File: config.mk
export PLATFORM = sky130hd
export DESIGN_NAME = uart_tx_fifo
export DESIGN_NICKNAME = d
export VERILOG_FILES = /design/src/rtl/uart_tx_fifo.sv
export SDC_FILE = /design/constraint.sdc
export NUM_CORES = 1
export LEC_CHECK = 0
export ABC_CLOCK_PERIOD_IN_PS = 6500
export BUFFER_PORTS_ARGS = -buffer_cell sky130_fd_sc_hd__buf_2
export CAP_MARGIN = 5
export CORE_AREA = 2 2 129 131
export CTS_CLUSTER_DIAMETER = 200
export DETAILED_ROUTE_END_ITERATION = 12
export DIE_AREA = 0 0 131 133
export GPL_TIMING_DRIVEN = 0
export PLACE_DENSITY_LB_ADDON = 0.2
export SLEW_MARGIN = 20
export SYNTH_ARGS = -nofsm -noshare
export SYNTH_HDL_FRONTEND = slang
export SYNTH_SLANG_ARGS = --single-unit
File: constraint.sdc
create_clock -name clk -period 6.5 [get_ports clk]
set_clock_uncertainty 0.2 [all_clocks]
set_input_delay 0 -clock clk [delete_from_list [all_inputs] [get_ports clk]]
set_output_delay 0 -clock clk [all_outputs]
set_load 0.02 [all_outputs]
File: src/rtl/uart_tx_fifo.sv
// UART transmitter behind a small register file: TX FIFO, programmable baud
// divisor, optional parity, and a level interrupt raised when the line drains.
module uart_tx_fifo #(
    parameter int DATA_BITS   = 8,
    parameter int FIFO_DEPTH  = 16,
    parameter int PARITY_MODE = 0,
    parameter int DIV_RESET   = 434
) (
    input  logic        clk,
    input  logic        rst,
    input  logic [1:0]  addr,
    input  logic        we,
    input  logic [3:0]  be,
    input  logic [31:0] din,
    output logic [31:0] dout,
    output logic        irq,
    output logic        txd
);
    localparam int AW = (FIFO_DEPTH > 1) ? $clog2(FIFO_DEPTH) : 1;
    localparam int CW = $clog2(FIFO_DEPTH + 1);

    typedef enum logic [2:0] {IDLE, START, DATA, PARITY, STOP} state_t;

    logic [DATA_BITS-1:0] mem [FIFO_DEPTH];
    logic [AW-1:0]        wr_ptr, rd_ptr;
    logic [CW-1:0]        count;
    logic                 ovf, tx_en, irq_en;
    logic [15:0]          div;
    state_t               state, state_nx;
    logic [15:0]          div_lat, bit_cnt;
    logic [3:0]           bit_idx;
    logic [DATA_BITS-1:0] shreg;
    logic                 par_bit;
    logic                 empty, full, busy, bit_done, pop;
    logic                 push_req, push_ok, ovf_clr;
    logic [8:0]           count_ext;
    logic [5:0]           count_sat;
    logic [DATA_BITS-1:0] head;
    logic                 unused_bits;

    assign empty     = (count == '0);
    assign full      = (count == CW'(FIFO_DEPTH));
    assign busy      = (state != IDLE);
    assign head      = mem[rd_ptr];
    assign push_req  = we && (addr == 2'd0) && be[0];
    assign push_ok   = push_req && !full;
    assign ovf_clr   = we && (addr == 2'd1) && be[0] && din[9];
    assign bit_done  = (bit_cnt == div_lat - 16'd1);
    assign count_ext = 9'(count);
    assign count_sat = (count_ext > 9'd63) ? 6'd63 : count_ext[5:0];
    assign unused_bits = ^{din[31:16], be[3:2]};

    always_comb begin
        dout = '0;
        case (addr)
            2'd1:    dout = {22'b0, ovf, busy, full, empty, count_sat};
            2'd2:    dout = {30'b0, irq_en, tx_en};
            2'd3:    dout = {16'b0, div};
            default: dout = '0;
        endcase
    end

    // From STOP we pop straight into START so queued bytes leave with no gap.
    always_comb begin
        state_nx = state;
        pop      = 1'b0;
        case (state)
            IDLE: begin
                if (tx_en && !empty) begin
                    pop      = 1'b1;
                    state_nx = START;
                end
            end
            START:  if (bit_done) state_nx = DATA;
            DATA: begin
                if (bit_done && bit_idx == 4'(DATA_BITS - 1))
                    state_nx = (PARITY_MODE != 0) ? PARITY : STOP;
            end
            PARITY: if (bit_done) state_nx = STOP;
            STOP: begin
                if (bit_done) begin
                    if (tx_en && !empty) begin
                        pop      = 1'b1;
                        state_nx = START;
                    end else begin
                        state_nx = IDLE;
                    end
                end
            end
            default: state_nx = IDLE;
        endcase
    end

    always_comb begin
        txd = 1'b1;
        case (state)
            START:   txd = 1'b0;
            DATA:    txd = shreg[0];
            PARITY:  txd = par_bit;
            default: txd = 1'b1;
        endcase
    end

    always_ff @(posedge clk) begin
        if (push_ok && !rst) mem[wr_ptr] <= din[DATA_BITS-1:0];
    end

    always_ff @(posedge clk) begin
        if (rst) begin
            state   <= IDLE;
            div_lat <= 16'd2;
            bit_cnt <= '0;
            bit_idx <= '0;
            shreg   <= '0;
            par_bit <= 1'b0;
        end else begin
            state <= state_nx;
            if (pop) begin
                shreg   <= head;
                par_bit <= (^head) ^ (PARITY_MODE == 2);
                div_lat <= (div < 16'd2) ? 16'd2 : div;
                bit_cnt <= '0;
                bit_idx <= '0;
            end else if (busy) begin
                if (bit_done) begin
                    bit_cnt <= '0;
                    if (state == DATA) begin
                        shreg   <= shreg >> 1;
                        bit_idx <= bit_idx + 4'd1;
                    end
                end else begin
                    bit_cnt <= bit_cnt + 16'd1;
                end
            end
        end
    end

    always_ff @(posedge clk) begin
        if (rst) begin
            wr_ptr <= '0;
            rd_ptr <= '0;
            count  <= '0;
            ovf    <= 1'b0;
            tx_en  <= 1'b0;
            irq_en <= 1'b0;
            div    <= 16'(DIV_RESET);
            irq    <= 1'b0;
        end else begin
            if (push_ok) wr_ptr <= wr_ptr + AW'(1);
            if (pop)     rd_ptr <= rd_ptr + AW'(1);
            case ({push_ok, pop})
                2'b10:   count <= count + CW'(1);
                2'b01:   count <= count - CW'(1);
                default: count <= count;
            endcase
            if (push_req && full) ovf <= 1'b1;
            else if (ovf_clr)     ovf <= 1'b0;
            if (we && addr == 2'd2 && be[0]) begin
                tx_en  <= din[0];
                irq_en <= din[1];
            end
            if (we && addr == 2'd3) begin
                if (be[0]) div[7:0]  <= din[7:0];
                if (be[1]) div[15:8] <= din[15:8];
            end
            irq <= irq_en & empty & ~busy;
        end
    end
endmodule

======== Word-level counts from Yosys, hierarchy flattened ========
Memory sizes are Yosys's and may differ from the RTL's. A register that Yosys moved wholly into a read port is not among the register bits.
Index checks and enable logic that the tools add are counted.
storage, ports and cells
  flip-flop bits (word level) ............. 81
  bits in latches ......................... 0
  bits in writable memories ............... 128
  ROM bits ................................ 0
  memories kept ........................... 1
operators by class
  add/subtract/negate cells ............... 7
  multiply operators ...................... 0
  div/mod/pow operators ................... 0
  magnitude comparators ................... 2
  equal/unequal tests ..................... 17
  shift-type cells ........................ 0
  muxes and demuxes ....................... 26
  bitwise logic cells ..................... 3
  reduce and logical (&&, ||, !) cells .... 32
memories
  memory  words  width  rd ports  clocked after memory_dff  wr ports  line  RTL
  mem     16     8      1         1                         1         24    logic [DATA_BITS-1:0] mem [FIFO_DEPTH];
operators by type and width
  cell                                                  count
  case mux 16 bit (3 select lines)                      1
  2-to-1 mux 16 bit                                     2
  2-to-1 mux 8 bit                                      4
  adder 16 x 1 -> 16 bit (second input constant)        1
  == test 16 bit                                        1
  < comparator 16 x 2 -> 1 bit (second input constant)  1
  subtractor 16 x 1 -> 16 bit (second input constant)   1
  2-to-1 mux 3 bit                                      5
  case mux 3 bit (5 select lines)                       1
  logical AND 1 bit                                     13
  adder 4 x 1 -> 4 bit (second input constant)          3
  != test 2 bit (second input constant)                 5
  case mux 5 bit (2 select lines)                       1
  nonzero test 2 bit                                    5
  2-to-1 mux 4 bit                                      2
  XOR reduction 8 bit                                   1
  2-to-1 mux 1 bit                                      7
  == test 2 bit (second input constant)                 3
  == test 3 x 2 -> 1 bit (second input constant)        2
  > comparator 5 x 6 -> 1 bit (second input constant)   1
  2-to-1 mux 6 bit                                      1
  AND reduction 3 bit                                   2
  adder 5 x 1 -> 5 bit (second input constant)          1
  == test 5 bit (second input constant)                 1
  17 further kinds                                      22

======== Depth between registers and ports, before layout ========
Gate-level depths: netlist (run 1).
  depth after elaboration ................. 8
  mapped depth ............................ 21
  depth with buffers taken out ............ 17

======== Worst setup path after synthesis (run 1) ========
Ideal clock, no wire load.
  path type ............................... reg2reg
  start ................................... register div_lat[0]
  end ..................................... register count[4]
  library setup time ...................... 0.128 ns
  arrival ................................. 4.305 ns
  required time ........................... 6.172 ns
  slack ................................... 1.867 ns
  stages on the path, launching flop included .. 22
  period minus slack after synthesis ...... 4.633 ns
  cell sequence ........................... dfxtp_1 > clkbuf_1 > inv_1 > ha_1 > or4b_4 > a2111oi_0 > nor4_1 > a2111o_1 > nor4_4 > o2111a_2 > buf_8 > buf_6 > ha_1 > clkbuf_1 > xor2_1 > ha_1 > a21oi_1 > nor3b_1 > o21ai_0 > a21oi_1 > xnor2_1 > nor2_1
between the ends
  cells in the longest elaborated chain, start to end .. 6
  elaborated cells on any way between the ends .. 8
  those cells by class .................... add/sub (1); eq/ne (3); mux (3); reduce/logical (1)
RTL lines
  item                                                                   line  RTL
  start: declaration                                                     30    logic [15:0] div_lat, bit_cnt;
  start signal: assignment                                               121   div_lat <= (div < 16'd2) ? 16'd2 : div;
  subtractor 16 x 1 -> 16 bit (*)                                        48    assign bit_done = (bit_cnt == div_lat - 16'd1);
  == test 16 bit (*)                                                     48
  2-to-1 mux 1 bit (*)                                                   81    if (bit_done) begin
  case mux 1 bit (2 select lines) (*)                                    67    case (state)
  == test 2 x 1 -> 1 bit or == test 2 bit (tied branches)                151   case ({push_ok, pop})
  case mux 5 bit (2 select lines) or nonzero test 2 bit (tied branches)  --
  end signal: assignment                                                 152   2'b10: count <= count + CW'(1);
  end signal: assignment                                                 153   2'b01: count <= count - CW'(1);
  end signal: assignment                                                 154   default: count <= count;
  end: declaration                                                       26    logic [CW-1:0] count;
Every way passes the cells marked *; elsewhere a longest branch is shown, timed or not.
A chain may end at the register's enable or synchronous reset.

======== Worst setup path in the final report (run 1) ========
Same ends and word-level chain as after synthesis.

==> reports/results.md, run 1 <==
- 254 mW/mm2 — power density over the cells
- 0.329 — Worst slew margin
- 6400 — via count of the first global-routing pass
- sky130_fd_sc_hd__clkbuf_16 — root cell of the clock tree
- 213 — flop and latch count out of synthesis
- finished, final reports clean — result of the run
- 2.21 mW — cell internal power dissipation
- sky130_fd_sc_hd__ha_1 — most frequent cell on the critical path
- 0.0174 mm2 — floorplan die area
- 4.01 nW — Leakage Power
- 0 — number of diodes
- div_lat[0]$_SDFFE_PP0N_ — critical register-to-register path startpoint
- clkbuf_1, inv_1, ha_1, or4b_4, a2111oi_0, nor4_1, a2111o_1, nor4_4, o2111a_2, buf_8, buf_6, ha_1, clkbuf_1, xor2_1, ha_1, a21oi_1, nor3b_1, o21ai_0, a21oi_1, xnor2_1, nor2_1 — critical path, cell by cell
- register — type of element capturing the critical path
- 0.237 ns — Hold Worst Slack
- 131 um — die outline width
- 1116 — Filler Cells Inserted
- 1 — Clock H-tree levels
- 67 — unique cell type count in the Yosys netlist
- 213 — Num Clock Sinks
- 0.688 — final cell utilization of the core
- 0.446 — portion of total power attributed to the clock network
- 0 — Setup Viol. Count Final
- 19 — largest net degree at the start of global routing
- 14.3 mm — dpl hpwl
- sky130_fd_sc_hd__edfxtp_1 41%, sky130_fd_sc_hd__dfxtp_1 18%, sky130_fd_sc_hd__mux4_2 7.6% — top post-synthesis cells by area
- sky130_fd_sc_hd__edfxtp_1 — most frequent standard cell in the layout excluding fill and tap cells
- din[7] — worst hold start
- 900 — net count reported at finish
- 0.53 ns — Clk Latency, worst-skew pair
- 0.53 ns — stage delay of the slowest cell on the critical path
- 5 — number of buffer and inverter stages on the critical path
- 75 — number of top-level pins
- 1.01 ns — measured slew at the worst slew-check pin
- reg2reg — Crit Path Class
- 128 x sky130_fd_sc_hd__edfxtp_1, 85 x sky130_fd_sc_hd__dfxtp_1, 83 x sky130_fd_sc_hd__nor2_1 — top library cells by usage in the layout, fill and taps aside
- 17.9% — Area growth, synth to finish
- 23 — number of buffers created by CTS
- register — type of origin of the critical path
- 0.182 — ratio of cells with drive above 1 in the final layout
- 0.185 GHz — maximum frequency from static timing analysis
- 0 — synth warn
- 419 — initial DRC count
- 6.70 ns — Crit path required time
- 0.252 — All-Layer GR Usage
- 0 ns — Post-Route Setup TNS
- 0 — detailed-route DRC error count
- 47 — Std-Cell Rows
- 5.61 ns — data arrival time of the critical path
- 0 — total congestion overflow
- sky130_fd_sc_hd__edfxtp_1 — cell taking the most area after synthesis
- 0.06 ns — Clock transition at path regs
- 6296 — vias post-DR
- compound AO/OA/AOI/OAI gates — family with the most delay on the worst path
- 0.588 — sequential share of the synthesized area
- 0.0111 mm2 — final instance area
- div_lat[0]$_SDFFE_PP0N_ — critical path launch point
- sky130_fd_sc_hd__edfxtp_1 — most used flip-flop cell after synthesis
- in2reg — type of the most critical hold path
- 0.510 — Flop pwr share
- 11 — largest driver fanout on the critical path
- 0.00997 mm2 — cell area after placement
- 19.6 um — WL/cell
- 727 — Synth Instances
- 0 — number of setup buffers added after CTS
- 0 — Antenna Violating Nets Remaining
- no — setup repair after global routing missed its margin
- 21.2 mm — WL final
- 5 — detailed-routing iteration count for the pre-antenna-repair pass
- 0.862 — final weighted congestion in routability-driven placement
- 0 — final-report max-slew violation count
- 0.249 mV — Max VDD drop
- 0.407 — share of the synthesized area in the top cell type
- 0.832 — Period Utilization, post-route
- 0.00944 mm2 — area of the mapped netlist
- 0 — number of hold-slack violations in the final timing report
- 33.7 mm — global-route wire length before repair
- 13.0 um2 — average cell area after synthesis
- 40 — Buffers on Ports
- 2.83 mW — Tot Pwr
- 5.41 ns — Final Critical Period
- 128 — number of flops mapped to enable cells by yosys
- 0.584 — effective utilization at floorplan
- sky130_fd_sc_hd__or4b_4 — critical-path cell with the highest stage delay
- 0 — max cap viols
- 0 — number of antenna violations at the first check in global routing
- 0 — count of cells resized by post-cts repair
- 0.044 — Combinational Power Share
- 3 — Max clock buf depth
- 0 — Post-synth ARST share
- done — CTS tree
- 0.0162 mm2 — Core Region
- 133 um — Die Height
- 0.217 — switching portion of total power
- 5.81 — vias per cell
- 613 uW — net switching component of the power
[cell families (layout without fill, tap and decap cells)]
group,Yosys count,in the layout,share of synthesized area
simple gates,223,223,0.122
flops,213,213,0.588
compound gates,100,100,0.0774
buf+inv,63,185,0.0369
mux,61,61,0.109
xor+xnor,55,55,0.0526
fa+ha+maj,11,11,0.0146
other cells,1,16,0.000397
[path summary, 6_finish.rpt]
kind | cells after the start | slack, ns | end
worst max-delay path | 21 | 1.09 | count[4]$_SDFFE_PP0P_
worst min register to register | 2 | 0.30 | shreg[7]$_SDFFE_PP0P_
worst min-delay path | 2 | 0.24 | mem[12][7]$_DFFE_PP_
worst max register to register | 21 | 1.09 | count[4]$_SDFFE_PP0P_
[what timing repair did]
item,CTS,global route
endpoints found under the hold margin,164,0
hold buffers,41,0
endpoints found under the setup margin,0,0
[metrics by stage]
step	worst slack, ns	instances
2_1_floorplan	1.87	742
3_3_place_gp	1.31	1002
3_5_place_dp	1.12	1002
4_1_cts	1.13	1084
5_1_grt	0.612	1084
6_report	1.09	1084
[synth_stat cells, types with 7 or more instances]
cell                       number
sky130_fd_sc_hd__and3_1        11
sky130_fd_sc_hd__nand3b_1       7
sky130_fd_sc_hd__or3_1          7
sky130_fd_sc_hd__dfxtp_1       85
sky130_fd_sc_hd__nand2b_1       7
sky130_fd_sc_hd__a21oi_1       27
sky130_fd_sc_hd__buf_4         17
sky130_fd_sc_hd__edfxtp_1     128
sky130_fd_sc_hd__nor2b_1       15
sky130_fd_sc_hd__nor4_1        11
sky130_fd_sc_hd__nand2_1       40
sky130_fd_sc_hd__mux4_2        32
sky130_fd_sc_hd__xnor2_1       31
sky130_fd_sc_hd__ha_1          11
sky130_fd_sc_hd__o21ai_0        7
sky130_fd_sc_hd__a221oi_1       7
sky130_fd_sc_hd__xor2_1        23
sky130_fd_sc_hd__o21a_1         8
sky130_fd_sc_hd__inv_1         10
sky130_fd_sc_hd__mux2i_1       18
sky130_fd_sc_hd__a22o_1        21
sky130_fd_sc_hd__nand4_1        7
sky130_fd_sc_hd__clkbuf_1      20
sky130_fd_sc_hd__nand3_1        7
sky130_fd_sc_hd__nor2_1        83
[flip-flops by register name (all words and copies together), names as in the netlist, 5 cells and up, named ones only]
name	cells
count	5
bit_cnt	16
div_lat	16
mem	128
div	16
shreg	8
[power by group through the flow]
stage / registers (mW) / clock network [mW] / logic, mW
6_report: 1.44 / 1.26 / 0.124
5_1_grt: 1.44 / 1.33 / 0.134
4_1_cts: 1.44 / 1.27 / 0.121
3_5_place_dp: 1.47 / 0 / 0.108
3_3_place_gp: 1.47 / 0 / 0.104
2_1_floorplan: 1.47 / 0 / 0.0686
[cell type report]
class	count	area, um2	share of cell area
Inverter	10	37.5	0.00337
Multi-Input combinational cell	466	3610	0.324
Clock inverter	12	111	0.0100
Sequential cell	213	5550	0.498
Buffer	53	310	0.0279
Clock buffer	29	628	0.0565
Tap cell	220	275	0.0247
Timing Repair Buffer	81	611	0.0549
[metal layers]
layer	global-route usage	up-vias	routed length [um]
met3	0.0433	57	1190
met4	0.0833	0	736
met1	0.326	3075	8670
li1	-	2930	-
met5	0	-	0
met2	0.430	234	10600
No activity file was read; power rests on OpenSTA's default activity.
==> run 2: changes to the inputs <==
--- a/config.mk
+++ b/config.mk
@@ -5,13 +5,13 @@
 export SDC_FILE = /design/constraint.sdc
 export NUM_CORES = 1
 export LEC_CHECK = 0
-export ABC_CLOCK_PERIOD_IN_PS = 6500
+export ABC_CLOCK_PERIOD_IN_PS = 4700
 export BUFFER_PORTS_ARGS = -buffer_cell sky130_fd_sc_hd__buf_2
 export CAP_MARGIN = 5
-export CORE_AREA = 2 2 129 131
+export CORE_AREA = 2 2 136 138
 export CTS_CLUSTER_DIAMETER = 200
 export DETAILED_ROUTE_END_ITERATION = 12
-export DIE_AREA = 0 0 131 133
+export DIE_AREA = 0 0 138 140
 export GPL_TIMING_DRIVEN = 0
 export PLACE_DENSITY_LB_ADDON = 0.2
 export SLEW_MARGIN = 20
==> constraint.sdc (replaced) <==
create_clock -name clk -period 4.7 [get_ports clk]
set_clock_uncertainty 0.2 [all_clocks]
set_input_delay 0 -clock clk [delete_from_list [all_inputs] [get_ports clk]]
set_output_delay 0 -clock clk [all_outputs]
set_load 0.02 [all_outputs]
==> run 2 against run 1 <==
Combinational power grew 40%. Sequential share of layout area barely moved. Highest routed layer unchanged. Final cell count grew 0.55%. Sequential cell count is the same. Fmax is 23% higher. First-iteration DRC count down 0.95%. Setup slack got worse by 0.78 ns. Total power increased by 34%. Sequential power increased by 39%.
==> reports/results.md, run 2 (synthesis gave the netlist of run 1 again) <==
- 0 — final-report max-slew violation count, unchanged
- 128 x sky130_fd_sc_hd__edfxtp_1, 84 x sky130_fd_sc_hd__dfxtp_1, 83 x sky130_fd_sc_hd__nor2_1 — top library cells by usage in the layout, fill and taps aside
- 0.995 ns — measured slew at the worst slew-check pin, -0.0104 ns
- finished, final reports clean — result of the run
- mem — largest register by flop count
- 0.0178 mm2 — Core Region, +9.9%
- 0 — detailed-route DRC error count, unchanged
- 6275 — vias post-DR, -0.33%
- 20 — largest driver fanout on the critical path, +9
- 4.39 ns — Final Critical Period, -1.02 ns
- 4.88 ns — Crit path required time, -1.82 ns
- 415 — initial DRC count, -0.95%
- 4 — detailed-routing iteration count for the pre-antenna-repair pass, -1
- 0 — Setup Viol. Count Final, unchanged
- 0 — max cap viols, unchanged
- 899 — net count reported at finish, -0.11%
- 3 — Max clock buf depth, unchanged
- 0 — total congestion overflow, unchanged
- 0 — Antenna Violating Nets Remaining, unchanged
- 0.178 — ratio of cells with drive above 1 in the final layout, -0.00401
- 14.1 mm — dpl hpwl, -1.8%
- inv_1, ha_4, or4b_4, a2111oi_2, nor4_1, a2111o_1, nor4_4, o2111a_2, buf_12, ha_4, xor2_1, ha_1, a21oi_1, nor3b_1, o21ai_0, a21oi_1, xnor2_1, nor2_1 — critical path, cell by cell
- 0.351 mV — Max VDD drop, +41%
- register — type of element capturing the critical path
- sky130_fd_sc_hd__edfxtp_1 — most frequent standard cell in the layout excluding fill and tap cells
- 19 — largest net degree at the start of global routing, unchanged
- 3.78 mW — Tot Pwr, +34%
- 1 — Clock H-tree levels, unchanged
- 213 — Num Clock Sinks, unchanged
- 0 — number of antenna violations at the first check in global routing, unchanged
- 22 — number of buffers created by CTS, -4.3%
- 17.8% — Area growth, synth to finish, about the same
- reg2reg — Crit Path Class
- 0.214 — All-Layer GR Usage, -0.0376
- 6335 — via count of the first global-routing pass, -1.0%
- 4.57 ns — data arrival time of the critical path, -1.04 ns
- 0.0193 mm2 — floorplan die area, +11%
- 1090 — non-filler cells in the finished layout, +0.55%
- 340 mW/mm2 — power density over the cells, +34%
- 0 — number of diodes, unchanged
- sky130_fd_sc_hd__or4b_4 — critical-path cell with the highest stage delay
- 33.0 mm — global-route wire length before repair, -2.0%
- 0.52 ns — stage delay of the slowest cell on the critical path, about the same
- 0.878 — final weighted congestion in routability-driven placement, +1.9%
- 0.0111 mm2 — final instance area, about the same
- 5.76 — vias per cell, -0.88%
- 0.06 ns — Clock transition at path regs, about the same
- 20.9 mm — WL final, -1.4%
- 1011 — Cell Count Post-Placement, +0.90%
- -0.637 ns — setup slack after placement, -1.76 ns
- register — type of origin of the critical path
- 138 um — die outline width, +5.3%
- 75 — number of top-level pins, unchanged
- 0.00999 mm2 — cell area after placement, +0.11%
- done — CTS tree
- 49 — Std-Cell Rows, +4.3%
- 0.934 — Period Utilization, post-route, +0.101
- 0.312 ns — Worst Slack Setup Final, -0.778 ns
- 0.228 GHz — maximum frequency from static timing analysis, +23%
- 40 — Buffers on Ports, unchanged
- 19.2 um — WL/cell, -1.9%
- 0.531 — effective utilization at floorplan, -0.0528
- 3.98 nW — Leakage Power, -0.74%
- 140 um — Die Height, +5.3%
- in2reg — type of the most critical hold path
- 128 — number of flip-flops under the largest register name, unchanged
- 0 — number of hold-slack violations in the final timing report, unchanged
- 0.336 — Worst slew margin, +0.00695
- no — setup repair after global routing missed its margin
- 1324 — Filler Cells Inserted, +19%
- 0.52 ns — Clk Latency, worst-skew pair, about the same
- sky130_fd_sc_hd__clkbuf_16 — root cell of the clock tree
run 2: cell types whose count changed in the layout (fill, tap and decap cells not counted), sizes merged:
| cell | previous run | this run |
|---|---|---|
| clkinv | 9 | 4 |
| buf | 72 | 74 |
| clkbuf | 50 | 52 |
| bufinv | 1 | 0 |
| clkinvlp | 1 | 0 |
run 2: repair_timing:
action / in CTS / in global routing
endpoints found under the hold margin: 163 / 0
pin swaps: 2 / 4
gates resized for setup: 4 / 6
setup buffers: 2 / 1
setup endpoints to repair: 4 / 3
cloned: 0 / 0
hold buffers: 41 / 0
run 2: power by group:
| part | switching (mW) | internal, mW | total, mW |
|---|---|---|---|
| sequential | 0.0106 | 1.98 | 2.00 |
| clock | 0.689 | 0.922 | 1.61 |
| combinational | 0.106 | 0.0685 | 0.174 |
| total | 0.805 | 2.97 | 3.78 |
run 2: cell type report:
| cell class | instances | area (um2) | area share |
|---|---|---|---|
| plain buffers | 50 | 297 | 0.0267 |
| clock inverters | 5 | 48.8 | 0.00439 |
| inverters | 10 | 37.5 | 0.00338 |
| repair buffers | 84 | 633 | 0.0569 |
| clock buffers | 33 | 623 | 0.0560 |
| flip-flops and latches | 213 | 5550 | 0.499 |
| well taps | 229 | 287 | 0.0258 |
| multi-input cells | 466 | 3650 | 0.328 |
run 2: metal layers:
layer	global-route usage	share of wire	up-vias
li1	-	-	2920
met3	0.0332	0.051	37
met4	0.0612	0.024	0
met2	0.378	0.49	218
met1	0.277	0.43	3100
met5	0	0	-
run 2: path summary, 6_finish.rpt:
| path | endpoint | from | slack [ns] | cells past startpoint |
|---|---|---|---|---|
| setup reg to reg | count[4]$_SDFFE_PP0P_ | div_lat[0]$_SDFFE_PP0N_ | 0.31 | 18 |
| hold / removal | mem[12][3]$_DFFE_PP_ | din[3] | 0.26 | 2 |
| hold reg to reg | bit_idx[3]$_SDFFE_PP0P_ | bit_idx[3]$_SDFFE_PP0P_ | 0.29 | 2 |
| setup / recovery | count[4]$_SDFFE_PP0P_ | div_lat[0]$_SDFFE_PP0N_ | 0.31 | 18 |
run 2: metrics by stage:
step                utilization  hold WS, ns  TNS (ns)
global route              0.625        0.261         0
detailed placement        0.562       0.0453     -1.78
global placement          0.561       0.0317     -1.28
CTS                       0.624        0.235         0
finish                    0.625        0.259         0
floorplan                     -       -0.101         0
run 2: critical path, delay by kind of cell, from the launching register on:
kind	cells	cell delay, ns
simple gates	5	1.18
fa+ha+maj	3	0.52
flops	1	0.37
compound gates	6	1.39
xor+xnor	2	0.30
buf+inv	2	0.29
